<file path="config.mk">
export PLATFORM = sky130hd
export DESIGN_NAME = conv3_stream_ctrl
export DESIGN_NICKNAME = d
export VERILOG_FILES = /design/src/rtl/conv3_pkg.sv /design/src/rtl/conv3_res_fifo.sv /design/src/rtl/conv3_stream_ctrl.sv
export SDC_FILE = /design/constraint.sdc
export NUM_CORES = 1
export LEC_CHECK = 0
export ABC_CLOCK_PERIOD_IN_PS = 2990
export CAP_MARGIN = 20
export CORE_MARGIN = 2
export CORE_UTILIZATION = 45
export DETAILED_ROUTE_END_ITERATION = 16
export PLACE_DENSITY = 0.71
export SETUP_SLACK_MARGIN = 0.15
export SYNTH_ARGS = -nofsm -noshare
export SYNTH_HDL_FRONTEND = slang
export SYNTH_HIERARCHICAL = 1
export SYNTH_SLANG_ARGS = --single-unit
</file>
<file path="constraint.sdc">
create_clock -name clk -period 2.99 [get_ports clk]
set_input_delay 0.299 -clock clk [delete_from_list [all_inputs] [get_ports clk]]
set_output_delay 0.299 -clock clk [all_outputs]
set_load 0.05 [all_outputs]
</file>
<file path="src/rtl/conv3_pkg.sv">
// Shared widths, defaults and state encoding
// for the 3-tap convolution stream controller.
package conv3_pkg;
   localparam int DW         = 4;
   localparam int KW         = 4;
   localparam int RW         = 10;
   localparam int LENW       = 8;
   localparam int LAT_DEF    = 2;
   localparam int FDEPTH_DEF = 4;

   typedef enum logic [2:0] {
      IDLE,
      LOAD,
      STREAM,
      DRAIN,
      DONE
   } state_t;
endpackage

</file>
<file path="src/rtl/conv3_res_fifo.sv">
// Synchronous result FIFO with async reset,
// occupancy count and pointers wrapping at DEPTH.
module conv3_res_fifo
   import conv3_pkg::*;
#(
   parameter int DEPTH = FDEPTH_DEF,
   parameter int W     = RW,
   localparam int AW   = (DEPTH > 1) ? $clog2(DEPTH) : 1,
   localparam int CW   = $clog2(DEPTH + 1)
) (
   input  logic          clk,
   input  logic          rst,
   input  logic          push,
   input  logic [W-1:0]  din,
   input  logic          pop,
   output logic [W-1:0]  dout,
   output logic          full,
   output logic          empty,
   output logic [CW-1:0] count
);
   logic [W-1:0]  mem [DEPTH];
   logic [AW-1:0] wr_ptr;
   logic [AW-1:0] rd_ptr;
   logic [CW-1:0] cnt;
   logic          do_push;
   logic          do_pop;

   function automatic logic [AW-1:0] nxt(
      input logic [AW-1:0] p
   );
      return (p == AW'(DEPTH - 1)) ? '0 : p + 1'b1;
   endfunction

   assign empty   = (cnt == '0);
   assign full    = (cnt == CW'(DEPTH));
   assign count   = cnt;
   assign do_pop  = pop && !empty;
   assign do_push = push && (!full || do_pop);
   assign dout    = empty ? '0 : mem[rd_ptr];

   // pointer and occupancy bookkeeping
   always_ff @(posedge clk or posedge rst) begin
      if (rst) begin
         wr_ptr <= '0;
         rd_ptr <= '0;
         cnt    <= '0;
      end else begin
         if (do_push) wr_ptr <= nxt(wr_ptr);
         if (do_pop)  rd_ptr <= nxt(rd_ptr);
         unique case ({do_push, do_pop})
            2'b10:   cnt <= cnt + 1'b1;
            2'b01:   cnt <= cnt - 1'b1;
            default: cnt <= cnt;
         endcase
      end
   end

   // storage array, contents need no reset
   always_ff @(posedge clk) begin
      if (do_push) mem[wr_ptr] <= din;
   end
endmodule

</file>
<file path="src/rtl/conv3_stream_ctrl.sv">
// Frame controller feeding an external 3-tap
// datapath and buffering its results with credits.
module conv3_stream_ctrl
   import conv3_pkg::*;
#(
   parameter int LAT    = LAT_DEF,
   parameter int FDEPTH = FDEPTH_DEF
) (
   input  logic            clk,
   input  logic            rst,
   input  logic            start,
   input  logic [LENW-1:0] len,
   input  logic [3*KW-1:0] k_in,
   input  logic            s_valid,
   input  logic [DW-1:0]   s_data,
   output logic            s_ready,
   output logic [KW-1:0]   kernel_0,
   output logic [KW-1:0]   kernel_1,
   output logic [KW-1:0]   kernel_2,
   output logic [DW-1:0]   data,
   output logic            dp_en,
   input  logic [RW-1:0]   result,
   output logic            m_valid,
   output logic [RW-1:0]   m_result,
   input  logic            m_ready,
   output logic            busy,
   output logic            done
);
   localparam int CW = $clog2(FDEPTH + 1);

   state_t          state;
   logic [LENW-1:0] remaining;
   logic [LAT-1:0]  pipe;
   logic [DW-1:0]   data_q;
   logic [CW-1:0]   fcount;
   logic            ffull;
   logic            fempty;
   logic [CW:0]     used;
   logic            accept;

   // slots already claimed: buffered plus in flight
   always_comb begin
      used = {1'b0, fcount};
      for (int i = 0; i < LAT; i++) begin
         used = used + {{CW{1'b0}}, pipe[i]};
      end
   end

   assign s_ready = (state == STREAM)
                 && (remaining != '0)
                 && (used < (CW + 1)'(FDEPTH))
                 && !ffull;
   assign accept  = s_valid && s_ready;
   assign dp_en   = accept;
   assign data    = accept ? s_data : data_q;
   assign m_valid = !fempty;
   assign busy    = (state != IDLE);
   assign done    = (state == DONE);

   // last accepted sample, held through bubbles
   always_ff @(posedge clk or posedge rst) begin
      if (rst) data_q <= '0;
      else if (accept) data_q <= s_data;
   end

   // tag pipeline tracking datapath latency
   always_ff @(posedge clk or posedge rst) begin
      if (rst) begin
         pipe <= '0;
      end else begin
         pipe[0] <= accept;
         for (int i = 1; i < LAT; i++) begin
            pipe[i] <= pipe[i-1];
         end
      end
   end

   // frame sequencing, kernel and length capture
   always_ff @(posedge clk or posedge rst) begin
      if (rst) begin
         state     <= IDLE;
         remaining <= '0;
         kernel_0  <= '0;
         kernel_1  <= '0;
         kernel_2  <= '0;
      end else begin
         unique case (state)
            IDLE: begin
               if (start) begin
                  state     <= LOAD;
                  remaining <= len;
                  kernel_0  <= k_in[KW-1:0];
                  kernel_1  <= k_in[2*KW-1:KW];
                  kernel_2  <= k_in[3*KW-1:2*KW];
               end
            end
            LOAD: begin
               state <= (remaining != '0) ? STREAM : DONE;
            end
            STREAM: begin
               if (accept) begin
                  remaining <= remaining - 1'b1;
                  if (remaining == LENW'(1)) state <= DRAIN;
               end
            end
            DRAIN: begin
               if (pipe == '0 && fempty) state <= DONE;
            end
            DONE: begin
               state <= IDLE;
            end
            default: state <= IDLE;
         endcase
      end
   end

   conv3_res_fifo #(
      .DEPTH (FDEPTH),
      .W     (RW)
   ) u_fifo (
      .clk   (clk),
      .rst   (rst),
      .push  (pipe[LAT-1]),
      .din   (result),
      .pop   (m_ready),
      .dout  (m_result),
      .full  (ffull),
      .empty (fempty),
      .count (fcount)
   );
endmodule

</file>
==> impl_metrics.yaml <==
outcome:
  status: "finished clean"
yosys:
  synth_edf_count: 40
  async_flop_share: 0.474
  avgSynthCellArea_um2: 13.6
  ys_seq_area_frac: 0.604
  synthTopCellsByArea: "edfxtp_1 34%, dfrtp_1 26%, mux4_2 6.5%"
  syn_area_mm2: 0.00348
  synth_ff_type: "edfxtp_1"
  syn_nets: 306
  synth_cell_types: 46
  synth_cells: 256
  synth_top_cell_by_area: "edfxtp_1"
  synth.most_common_cell: "nand2_1"
  ys_ff_latch: 76
  synthTopCellsByCount: "50 x nand2_1, 40 x edfxtp_1, 36 x dfrtp_1"
  yosys.area.top_type_share: 0.345
  synth_warnings: 6
timing:
  rsz0062_at_grt: "false"
  hold_viol_final: 0
  worst_pin_slew_ps: 554
  setup_viol: 0
  final.min_clock_period_ps: 2720
  finalCritPeriodShare: 0.910
  timing.setup.tns_ps: 0
  slew_viol_final: 0
  fmax_ghz: 0.368
  finClkSkew_ps: 5.53
  relSlewSlack: 0.627
critical_path:
  cpPeakStageDelay_ps: 440
  startpoint_type: "flip-flop"
  critical_path_class: "flip-flop to output pin"
  rrSetupSlack_ps: 690
  worstPathCellList: "ha_1, a21o_1, a22o_1, nor2_2, mux2_2, buf_4"
  r2r_start: "u_fifo/count[0]$_DFFE_PP0P_"
  critPathRequiredTime_ps: 2690
  worst-r2r-cell-count: 9
  crit_fanout: 5
  regToRegEndpoint: "u_fifo/count[2]$_DFFE_PP0P_"
  arrival_ps: 2420
  crit_slowest_cell: "dfrtp_1"
  end_kind: "output pin"
pwr:
  p_per_area_mw_per_mm2: 1070
  p_comb_frac: 0.506
  p_leak_nw: 1.82
  p_sw_mw: 2.04
  p_int_mw: 2.74
  seqPwrFrac: 0.333
  clockPowerShare: 0.161
  swShare: 0.427
  vdd_ir_drop_max_mv: 0.498
finish:
  fin_area_mm2: 0.00447
  fill_cells: 636
  stdcell_count: 440
  final_util: 0.588
  nets: 383
  diodes: 0
  drive_above_1_share: 0.175
  syn_to_final_growth_pct: 28.4
detailed_routing:
  ant_nets: 0
  drc: 0
  vias: 2203
  routedWlPerCell_um: 15.8
  first_pass_iters: 4
  drt_iter0_markers: 82
  routed_via_density: 5.01
  wl_um: 6930
grt:
  grt-ovfl-total: 0
  grt_pass1_wl_um: 11400
  grt_pass1_vias: 2340
  grt_max_degree: 30
  antenna_found_initial: 0
  gr-usage-all-layers: 0.176
place:
  placed_area_mm2: 0.00428
  io_buffers: 69
  dp_hpwl_um: 4770
  dp.cells: 424
  gp_congestion: 0.744
clock_network:
  clk_latency_ps: 340
  clock-sinks: 76
  cts_buffers: 9
  h-tree-depth: 3
  cts_root_buf: "clkbuf_8"
  cts.path.max_buffers: 2
  post_cts_buffers: 0
  tritoncts: "done"
  path_clk_slew_ps: 80
floorplanning:
  rows: 32
  fp.dieArea_mm2: 0.00846
  core-area_mm2: 0.00761
  ios: 70
  die_h_um: 92.0
  die_w_um: 92.0
  start_util: 0.458
hold_path:
  min_path_type: "primary input to async pin"
job:
  cap_violations: 0
-- layer usage --
| metal | GRT usage | vias to the layer above | wire (µm) | share of wire |
|---|---|---|---|---|
| met5 | 0 | - | 0 | 0 |
| met4 | 0.0622 | 0 | 100 | 0.014 |
| met3 | 0.0394 | 8 | 233 | 0.034 |
| met2 | 0.285 | 41 | 3500 | 0.51 |
| met1 | 0.237 | 1079 | 3090 | 0.45 |
| li1 | - | 1075 | - | - |
-- per-stage QoR --
stage / power (mW) / hold WS (ps) / worst slack (ps)
finish: 4.78 / 214 / 270
detailed placement: 4.05 / 402 / 452
global route: 5.06 / 238 / 170
global placement: 4.02 / 412 / 481
floorplan: 3.34 / 102 / 652
CTS: 4.83 / 214 / 265
-- layout by cell type (no fill, tap or decap), types with 2 or more instances in the layout --
cell	instances
mux2_4	5
edfxtp_1	40
o221ai_1	6
a22oi_1	2
clkbuf_8	9
nor3_1	2
dfrtp_1	36
a21oi_1	2
nor2_1	6
nand3_1	3
nand2_1	50
clkdlybuf4s50_1	63
o31a_1	2
mux2i_1	5
clkinv_1	2
xor2_1	2
ha_1	10
mux2_2	5
and2_2	4
o21ai_0	2
or3b_1	2
nor3b_1	4
o311ai_0	2
nor2b_1	11
buf_4	13
inv_1	14
inv_6	2
mux4_2	10
-- flip-flops by register name, summed over array words and instances (netlist names) --
register and flops:
kernel_1 4, u_fifo/count 3, kernel_0 4, u_fifo/rd_ptr 2, data_q 4, u_fifo/wr_ptr 2, state 3, remaining 8
u_fifo/mem 40, pipe 2, kernel_2 4
-- logic make-up after synthesis --
group	synth area share
AO/OA/AOI/OAI	0.0532
AND/OR/NAND/NOR	0.141
multiplexers	0.117
flip-flops	0.604
buffers and inverters	0.0363
adder cells (fa/ha/maj)	0.0417
XOR/XNOR	0.00755
-- worst max-delay path: cells and delay by family, from the launching register on --
| kind | cells | cell delay, ps |
|---|---|---|
| adder cells (fa/ha/maj) | 1 | 300 |
| buffers and inverters | 1 | 190 |
| flip-flops | 1 | 440 |
| AO/OA/AOI/OAI | 2 | 440 |
| multiplexers | 1 | 390 |
| AND/OR/NAND/NOR | 1 | 320 |
-- repair_timing --
| action | in CTS | in global routing |
|---|---|---|
| hold buffers | 0 | 0 |
| endpoints found under the setup margin | 1 | 0 |
| resized for setup | 1 | 0 |
-- power by group through the flow --
stage	Clock, mW	Combinational [mW]	Sequential, mW
2_1_floorplan	0	1.53	1.80
3_3_place_gp	0	2.41	1.60
3_5_place_dp	0	2.44	1.61
4_1_cts	0.785	2.45	1.60
5_1_grt	0.823	2.61	1.63
6_report	0.770	2.42	1.59
-- layout make-up --
type,count,area [µm²],share of cell area
Timing Repair Buffer,77,737,0.165
Tap cell,102,128,0.0286
Sequential cell,76,2100,0.470
Clock buffer,10,128,0.0286
Inverter,14,52.6,0.0118
Multi-Input combinational cell,155,1260,0.282
Clock inverter,6,62.6,0.0140
-- worst max-delay path by stage --
| stage | from | to | slack [ps] |
|---|---|---|---|
| floorplan | u_fifo/count[0]$_DFFE_PP0P_ | s_ready | 650 |
| global placement | pipe[1]$_DFF_PP0_ | s_ready | 480 |
| CTS | u_fifo/count[0]$_DFFE_PP0P_ | data[3] | 260 |
| detailed placement | u_fifo/count[0]$_DFFE_PP0P_ | s_ready | 450 |
| finish | u_fifo/count[0]$_DFFE_PP0P_ | data[3] | 270 |
| global route | u_fifo/count[0]$_DFFE_PP0P_ | data[3] | 170 |
Power figures use the tool's default switching activity.
